## src/rtl/fb_capture_ctrl.sv

```systemverilog
// Camera write-side sequencer: keeps the Y bytes of a VSYNC/HREF framed YUV422 stream and
// writes them to the framebuffer. Define FB_DOUBLE_BUFFER_EN for two-bank ping-pong.
module fb_capture_ctrl #(
  parameter int H_ACTIVE = 640,
  parameter int V_ACTIVE = 480,
  parameter int ADDR_W   = 20,
  parameter int Y_PHASE  = 0
) (
  input  logic              CLOCK_24,
  input  logic              reset_n,
  input  logic              cam_vsync,
  input  logic              cam_href,
  input  logic [7:0]        cam_data,
  input  logic              capture,
  input  logic              continuous,
  output logic [7:0]        Y_in,
  output logic              wr_en,
  output logic [ADDR_W-1:0] wr_addr,
  output logic              busy,
  output logic              frame_done,
  output logic              frame_err,
  output logic              rd_bank
);
  localparam int COL_W = $clog2(H_ACTIVE + 1);
  localparam int ROW_W = $clog2(V_ACTIVE + 1);
  localparam logic [COL_W-1:0]  COL_MAX   = COL_W'(H_ACTIVE);
  localparam logic [ROW_W-1:0]  ROW_MAX   = ROW_W'(V_ACTIVE);
  localparam logic [ADDR_W-1:0] LINE_STEP = ADDR_W'(H_ACTIVE);
  localparam logic              Y_PH      = 1'(Y_PHASE);

  typedef enum logic [2:0] {S_IDLE, S_SYNC, S_FRAME, S_ACTIVE, S_END} state_t;
  state_t state_reg, state_next;

  logic              vsync_d_reg, href_d_reg, phase_reg;
  logic [COL_W-1:0]  col_reg;
  logic [ROW_W-1:0]  row_reg;
  logic [ADDR_W-1:0] addr_reg, line_start_reg, base;
  logic [7:0]        y_in_reg;
  logic              wr_en_reg;
  logic [ADDR_W-1:0] wr_addr_reg;
  logic              err_frame_reg, frame_err_reg;
  logic              vs_rise, vs_fall, href_fall, in_active, y_byte, col_ok, row_ok;
  logic              do_write, line_end, short_line, short_frame, err_clear, frame_start;

  assign vs_rise     = cam_vsync & ~vsync_d_reg;
  assign vs_fall     = ~cam_vsync & vsync_d_reg;
  assign href_fall   = ~cam_href & href_d_reg;
  assign in_active   = (state_reg == S_ACTIVE);
  assign y_byte      = in_active && cam_href && (phase_reg == Y_PH);
  assign col_ok      = (col_reg < COL_MAX);
  assign row_ok      = (row_reg < ROW_MAX);
  assign do_write    = y_byte && col_ok && row_ok;
  assign line_end    = in_active && href_fall;
  assign short_line  = line_end && (col_reg != '0) && col_ok;
  assign short_frame = in_active && vs_rise && row_ok;
  assign err_clear   = (state_reg == S_IDLE) && capture;

  assign busy       = (state_reg != S_IDLE);
  assign frame_done = (state_reg == S_END);
  assign Y_in       = y_in_reg;
  assign wr_en      = wr_en_reg;
  assign wr_addr    = wr_addr_reg;
  assign frame_err  = frame_err_reg;

`ifdef FB_DOUBLE_BUFFER_EN
  localparam logic [ADDR_W-1:0] BANK1_BASE = ADDR_W'(H_ACTIVE * V_ACTIVE);
  logic rd_bank_reg;

  // Only a frame that completed without error is handed to the reader.
  always_ff @(posedge CLOCK_24 or negedge reset_n) begin
    if (!reset_n) begin
      rd_bank_reg <= 1'b0;
    end else if (state_reg == S_END && !err_frame_reg) begin
      rd_bank_reg <= ~rd_bank_reg;
    end
  end

  assign rd_bank = rd_bank_reg;
  assign base    = rd_bank_reg ? '0 : BANK1_BASE;
`else
  assign rd_bank = 1'b0;
  assign base    = '0;
`endif

  always_ff @(posedge CLOCK_24 or negedge reset_n) begin
    if (!reset_n) begin
      state_reg <= S_IDLE;
    end else begin
      state_reg <= state_next;
    end
  end

  // SYNC waits for a vsync rise so capture always starts on a whole frame.
  always_comb begin
    state_next  = state_reg;
    frame_start = 1'b0;
    case (state_reg)
      S_IDLE:   if (capture || continuous) state_next = S_SYNC;
      S_SYNC:   if (vs_rise) state_next = S_FRAME;
      S_FRAME: begin
        if (vs_fall) begin
          state_next  = S_ACTIVE;
          frame_start = 1'b1;
        end
      end
      S_ACTIVE: if (vs_rise) state_next = S_END;
      S_END:    state_next = continuous ? S_FRAME : S_IDLE;
      default:  state_next = S_IDLE;
    endcase
  end

  always_ff @(posedge CLOCK_24 or negedge reset_n) begin
    if (!reset_n) begin
      vsync_d_reg    <= 1'b0;
      href_d_reg     <= 1'b0;
      phase_reg      <= 1'b0;
      col_reg        <= '0;
      row_reg        <= '0;
      addr_reg       <= '0;
      line_start_reg <= '0;
      y_in_reg       <= '0;
      wr_en_reg      <= 1'b0;
      wr_addr_reg    <= '0;
      err_frame_reg  <= 1'b0;
      frame_err_reg  <= 1'b0;
    end else begin
      vsync_d_reg <= cam_vsync;
      href_d_reg  <= cam_href;
      phase_reg   <= cam_href ? ~phase_reg : 1'b0;
      wr_en_reg   <= do_write;
      if (do_write) begin
        y_in_reg    <= cam_data;
        wr_addr_reg <= addr_reg;
        addr_reg    <= addr_reg + 1'b1;
      end
      if (y_byte && col_ok) begin
        col_reg <= col_reg + 1'b1;
      end
      // Address jumps to the next line start, so dropped overrun pixels leave no gap.
      if (line_end) begin
        col_reg <= '0;
        if (row_ok) begin
          row_reg        <= row_reg + 1'b1;
          line_start_reg <= line_start_reg + LINE_STEP;
          addr_reg       <= line_start_reg + LINE_STEP;
        end
      end
      if (short_line || short_frame) begin
        err_frame_reg <= 1'b1;
        frame_err_reg <= 1'b1;
      end else if (err_clear) begin
        frame_err_reg <= 1'b0;
      end
      if (frame_start) begin
        row_reg        <= '0;
        col_reg        <= '0;
        phase_reg      <= 1'b0;
        addr_reg       <= base;
        line_start_reg <= base;
        err_frame_reg  <= 1'b0;
      end
    end
  end
endmodule

```

## config.mk

```make
export PLATFORM = sky130hd
export DESIGN_NAME = fb_capture_ctrl
export DESIGN_NICKNAME = d
export VERILOG_FILES = /design/src/rtl/fb_capture_ctrl.sv
export SDC_FILE = /design/constraint.sdc
export NUM_CORES = 1
export LEC_CHECK = 0
export ABC_AREA = 1
export ABC_CLOCK_PERIOD_IN_PS = 3300
export CORE_MARGIN = 5
export CORE_UTILIZATION = 30
export CTS_BUF_LIST = sky130_fd_sc_hd__clkbuf_16
export CTS_CLUSTER_DIAMETER = 100
export DETAILED_ROUTE_END_ITERATION = 10
export PLACE_DENSITY = 0.49
export SLEW_MARGIN = 20
export SYNTH_ARGS = -nofsm -noshare
export SYNTH_HDL_FRONTEND = slang
export SYNTH_SLANG_ARGS = --single-unit
```

## constraint.sdc

```tcl
create_clock -name CLOCK_24 -period 3.3 [get_ports CLOCK_24]
set_clock_uncertainty 0.2 [all_clocks]
set_input_delay 0.495 -clock CLOCK_24 [delete_from_list [all_inputs] [get_ports CLOCK_24]]
set_output_delay 0.495 -clock CLOCK_24 [all_outputs]
set_load 0.005 [all_outputs]
```

# ---- After elaboration in Yosys (flattened, before gate mapping)
# Cells that the tools add are included.
dict set report totals {
  regBits 95
  inputBits 14
  output_inout_bits 33
  word_cells 79
}
dict set report classes {
  add_sub_neg 4
  order_cmp 2
  n_eq_ne 8
  muxes 25
  bitwise 7
  reduce_logical 21
}
# operator n
set ops {}
lappend ops {{$mux 20} 7}
lappend ops {{$mux 10} 3}
lappend ops {{$mux 9} 3}
lappend ops {{$add 20x1->20 const B} 1}
lappend ops {{$add 20x10->20 const B} 1}
lappend ops {{$pmux 3 s5} 1}
lappend ops {{$mux 3} 4}
lappend ops {{$add 10x1->10 const B} 1}
lappend ops {{$logic_and 1x1->1} 10}
lappend ops {{$lt 10x10->1 const B} 1}
lappend ops {{$reduce_bool 10->1} 1}
lappend ops {{$add 9x1->9 const B} 1}
lappend ops {{$lt 9x9->1 const B} 1}
lappend ops {{$eq 3x2->1 const B} 2}
lappend ops {{$mux 1} 6}
lappend ops {{$ne 2x2->1 const B} 3}
lappend ops {{$reduce_bool 2->1} 3}
lappend ops {{$reduce_bool 3->1} 2}
lappend ops {{$not 1->1} 4}
lappend ops {{$reduce_and 4->1} 1}
lappend ops {{$and 1x1->1} 3}
lappend ops {{$eq 3x1->1 const B} 1}
lappend ops {{$eq 3x3->1 const B} 1}
lappend ops {{$logic_not 3->1} 1}
lappend ops {{other kinds (4)} 5}

# ---- Longest topological paths before layout
dict set report logic_depth {
  depth_word 9
  ltp_mapped 11
}

# ---- Worst setup path after synthesis
# Ideal clock, no wire load.
dict set report synth_timing {
  path_type {in2reg}
  from {in cam_vsync}
  to {reg line_start_reg[16]}
  t_arrival_ps 1305
  slack_ps 1666
  stages 7
  path_cell_list {nor2_1 > nand3_2 > inv_2 > nor2_8 > inv_2 > buf_6 > o22ai_1}
}
dict set report synth_via {
  elab_chain_cells 6
}
# item line
set synth_lines {}
lappend synth_lines {{start, declared} 11} ;# input logic cam_vsync,
lappend synth_lines {{$not 1->1 *} 46} ;# assign vs_fall = ~cam_vsync & vsync_d_reg;
lappend synth_lines {{$and 1x1->1 *} 46}
lappend synth_lines {{$mux 1 *} 101} ;# if (vs_fall) begin
lappend synth_lines {{$mux 1 *} 97} ;# case (state_reg)
lappend synth_lines {{$reduce_bool 2->1 (no line)} --}
lappend synth_lines {{$reduce_and 2->1 (no line)} --}
lappend synth_lines {{end signal, assigned} 144} ;# line_start_reg <= line_start_reg + LINE_STEP;
lappend synth_lines {{end signal, assigned} 159} ;# line_start_reg <= base;
lappend synth_lines {{end, declared} 37} ;# logic [ADDR_W-1:0] addr_reg, line_start_reg, base;
# Mark *: on every way between the ends. The rest lies on a longest branch, timed or not.
# A chain may end at the register's enable or synchronous reset.

# ---- Worst setup path in the final report
dict set report layout_timing {
  from {reg state_reg[1]}
  to {out frame_done}
}
dict set report layout_via {
  elab_chain_cells 1
}
# item line
set layout_lines {}
lappend layout_lines {{start, declared} 32} ;# state_t state_reg, state_next;
lappend layout_lines {{start signal, assigned} 89} ;# state_reg <= state_next;
lappend layout_lines {{$eq 3x3->1} 59} ;# assign frame_done = (state_reg == S_END);
lappend layout_lines {{end, declared} 20} ;# output logic frame_done,
# No other way between the ends.

==> summary.md <==
| Metric | Value |
|---|---|
| Outcome | finished clean |
| TritonCTS Buffers | 9 |
| Critical path's top delay family | buffers and inverters |
| Global-route met3 utilization | roughly 4.0% |
| Fraction of synthesized area in multiplexers | 0% |
| Post-synthesis xor/xnor area fraction | under 10% |
| Cell accounting for the most synthesized area | sky130_fd_sc_hd__dfrtp_1 |
| Antenna violations before repair | 0 |
| Max rail drop VDD | just under 0.0003 V |
| Setup slack, reg-to-reg | 1120 ps |
| Worst hold path cell count | 2 |
| Worst hold path endpoint | wr_addr[6]$_DFFE_PN0N_ |
| Maximum number of pins on one net before global-route repair | 54 |
| Final hold violation count | 0 |
| Count of flip-flops with a built-in enable after synthesis | 0 |
| Clock H-tree levels | 3 |
| HPWL after detailed placement | approximately 7300 um |
| Overall power consumption | 4.25 mW |
| Crit share post-route | around 74% |
| Endpoint type of the worst setup path | output port |
| Part of the power in combinational logic | a little over a third |
| PortBufs | 45 |
| Synth warn | 0 |
| CP startpoint kind | flip-flop |
| CTS tree | done |
| Clock tree root driver cell | sky130_fd_sc_hd__clkbuf_16 |
| Highest achievable clock rate | 411 MHz |
| Final-stage net count | ~640 |
| Clk slew on worst S/H paths | 60 ps |
| Area taken by flip-flops and latches | approximately 0.0022 mm2 |
| Worst hold path type | reg -> reg |
| CP max FO | 5 |
| Clock network fraction of total power | approximately 22% |
| Final setup viols | 0 |
| Source-to-sink clock delay at the later pin of the worst-skew pair | 350 ps |
| Number of design-rule violations left by the first detailed-router iteration | 145 |
| Worst slew pin tran | roughly 570 ps |
| Total routed wirelength | between 10000 and 15000 um |
| Crit path buffers/inverters | 1 |
| Buffer depth of the longest clock path | 2 |
| Capturing point of the worst reg2reg path | addr_reg[1]$_DFF_PN0_ |
| Via density | 4.65 |
| Final core utilization | a little under two fifths |
| Final Max Tran Viols | 0 |
| Initial standard-cell utilization of the core | a little over 30% |
| Maximum cell stage delay along the critical path | approximately 520 ps |
| Synthesized-area fraction occupied by ao, oa, aoi and oai cells | a little under a tenth |
| Internal power contribution | about 2.7 mW |
| Leakage power | 2.54 nW |
| Cells after synthesis | between 500 and 600 |
| Final global-route overflow total | 0 |
| Flip-flop and latch count after synthesis | 88 |
| Fillers | ~1500 |
| Overall routing resource usage | around 12% |
| Total non-filler cell area in the finished layout | about 0.0054 mm2 |
| Basic-gate share of the synthesized area counting and, or, nand and nor cells | around 30% |
| Total Die Area | ~0.018 mm2 |
| Post-DRT Antenna Nets | 0 |
| Post-cts repair resize count | 0 |
| Top post-synthesis cells by area | sky130_fd_sc_hd__dfrtp_1 49%, sky130_fd_sc_hd__nand2_1 14%, sky130_fd_sc_hd__inv_1 4.8% |
| Switching share of power | between 30% and 40% |
| Proportion of netlist area held by the largest area contributor | 48.8% |
| Syn avg cell area | around 7.9 um2 |
| Width of the die | around 130 um |
| Fraction of registers with async set or reset after synthesis | between 90% and 100% |
| Routed len/inst | around 13 um |
| Slowest CP cell | sky130_fd_sc_hd__clkdlybuf4s50_1 |
| Reg2Reg Launch Point | col_reg[8]$_DFFE_PN0P_ |
| Synth-to-Final Area Change | 19.6% |
| Placed cell areas | just over 0.005 mm2 |
| Arrival @ worst endpoint | approximately 1700 ps |
| Sequential area share after synthesis | slightly below 50% |
| Top-level I/O count | 47 |
| Via count of the first global-routing pass | roughly 3800 |
| Relative slew margins | between 60% and 70% |
| Time the worst path needs with I/O delays and setup | about 2400 ps |
| Number of nets produced by synthesis | 592 |
| Last weighted congestion value of the routability-driven placer | between 0.8 and 0.9 |
| Via Count | between 3000 and 4000 |
| Share of power burned in registers | 42.2% |
| Global-route met2 utilization | 20.7% |
| Max capacitance violation total | 0 |
| Combined area of the multi-input logic cells | roughly 0.0020 mm2 |
| Most utilized layer in the global route result | met2 |
| Number of remaining DRC errors | 0 |
| Diodes inserted | 0 |
| Wire length of the first global-routing pass | roughly 18000 um |
| Adder and majority gate portion of the synthesized area | ~1.4% |
| Leading register cell type out of synthesis | sky130_fd_sc_hd__dfrtp_1 |
| Placement row count | 44 |
| Net switching component of the power | 1.59 mW |
| Setup total negative slack | 0 ps |
| Number of library cell types mapped by synthesis | 36 |
| Main combinational cell family by area after synthesis | simple AND/OR/NAND/NOR gates |
| Core footprint | 0.0146 mm2 |
| Depth of the worst register-to-register path | 5 |
| Critical path data required time | roughly 2600 ps |
| Cell Chain, Critical Path | or2_2 > nor2_1 > clkdlybuf4s50_1 |
| Critical setup path kind | reg -> out |
| Clock Sink Count | 88 |
| Height of the die | ~130 um |
| RSZ-0062 raised after global routing | false |
| Share of cells above drive strength 1 | ~7.7% |
| Min-delay src | wr_addr[6]$_DFFE_PN0N_ |
| Pwr per Cell Area | 786 mW/mm2 |
| Met1 Track Usage GR | 14.9% |
| Post-Syn Area | approximately 0.0045 mm2 |
| Initial DRT Pass Iterations | 4 |
==> metrics by stage <==
| step | std cells | worst slack [ps] | hold slack (ps) |
|---|---|---|---|
| after CTS | 808 | 842 | 287 |
| after detailed placement | 791 | 697 | 268 |
| after floorplan | 573 | 1670 | -0.591 |
| after global routing | 808 | 761 | 309 |
| final | 808 | 865 | 279 |
| after global placement | 791 | 707 | 264 |
==> placed cells by master, fill, tap and decap left out, types with 2 or more instances in the layout <==
cell	n
sky130_fd_sc_hd__nand2_1	172
sky130_fd_sc_hd__nor2_1	55
sky130_fd_sc_hd__clkdlybuf4s50_1	44
sky130_fd_sc_hd__o21ai_2	2
sky130_fd_sc_hd__clkbuf_16	9
sky130_fd_sc_hd__clkinv_1	2
sky130_fd_sc_hd__ha_1	5
sky130_fd_sc_hd__nor2_4	2
sky130_fd_sc_hd__o21ai_0	28
sky130_fd_sc_hd__or2_2	3
sky130_fd_sc_hd__o21ai_1	15
sky130_fd_sc_hd__nand2_2	2
sky130_fd_sc_hd__dfrtp_1	88
sky130_fd_sc_hd__nor2_8	2
sky130_fd_sc_hd__clkinv_4	2
sky130_fd_sc_hd__a21oi_1	24
sky130_fd_sc_hd__inv_2	4
sky130_fd_sc_hd__inv_1	60
sky130_fd_sc_hd__nand4_1	10
sky130_fd_sc_hd__buf_4	5
sky130_fd_sc_hd__nand3_2	4
sky130_fd_sc_hd__xor2_1	9
sky130_fd_sc_hd__nor2_2	8
sky130_fd_sc_hd__o22ai_1	3
sky130_fd_sc_hd__nor3_1	11
sky130_fd_sc_hd__a31oi_1	3
sky130_fd_sc_hd__nand3b_1	4
sky130_fd_sc_hd__nand3_1	36
==> cells in the mapped netlist, types with 8 or more instances <==
master	number
sky130_fd_sc_hd__o21ai_0	28
sky130_fd_sc_hd__nand3_1	36
sky130_fd_sc_hd__nand4_1	10
sky130_fd_sc_hd__nor2_2	8
sky130_fd_sc_hd__nand2_1	172
sky130_fd_sc_hd__nor3_1	11
sky130_fd_sc_hd__xor2_1	9
sky130_fd_sc_hd__inv_1	58
sky130_fd_sc_hd__dfrtp_1	88
sky130_fd_sc_hd__a21oi_1	24
sky130_fd_sc_hd__o21ai_1	15
sky130_fd_sc_hd__nor2_1	55
==> logic make-up after synthesis <==
logic type / after synthesis
buf+inv: 79
xor+xnor: 10
compound gates: 78
fa+ha+maj: 5
flops: 88
simple gates: 312
other cells: 1
==> timing repair <==
item,in CTS,in global routing
buffers inserted,0,0
hold endpoints to repair,35,0
hold buffers,1,0
endpoints found under the setup margin,0,0
==> power by group through the flow <==
stage	Combinational (mW)	Clock (mW)	Sequential, mW
CTS	1.55	0.976	1.79
detailed placement	1.55	0	1.81
floorplan	0.973	0	1.75
finish	1.53	0.930	1.79
global route	1.76	1.01	1.85
global placement	1.52	0	1.80
==> per-layer routing <==
metal	part of all wire (%)	up-vias
met2	47	53
met5	0	-
met1	47	1759
met3	4.3	14
met4	1.6	0
li1	-	1930
==> cell type report <==
cell class,count,area share [%]
flip-flops and latches,88,40.8
multi-input cells,406,36.3
clock inverters,7,0.764
well taps,184,4.26
inverters,63,4.38
clock buffers,9,4.17
repair buffers,51,9.40
==> worst reg2reg max path: stages, from the launching register on <==
cell                      delay (ps)
sky130_fd_sc_hd__dfrtp_1         420
sky130_fd_sc_hd__o21ai_1         400
sky130_fd_sc_hd__nand3_2         410
sky130_fd_sc_hd__buf_4           390
sky130_fd_sc_hd__o21ai_0         180
sky130_fd_sc_hd__a21oi_1          60
==> how the worst max path moves through the flow <==
| stage | startpoint | slack, ps | cells after the start | endpoint |
|---|---|---|---|---|
| detailed placement | cam_href | 700 | 7 | addr_reg[1]$_DFF_PN0_ |
| global route | state_reg[1]$_DFFE_PN0P_ | 760 | 3 | frame_done |
| finish | state_reg[1]$_DFFE_PN0P_ | 860 | 3 | frame_done |
| global placement | cam_href | 710 | 7 | addr_reg[1]$_DFF_PN0_ |
| floorplan | cam_vsync | 1670 | 7 | line_start_reg[16]$_DFFE_PN0P_ |
| CTS | state_reg[1]$_DFFE_PN0P_ | 840 | 3 | frame_done |
Power figures use the tool's default switching activity.
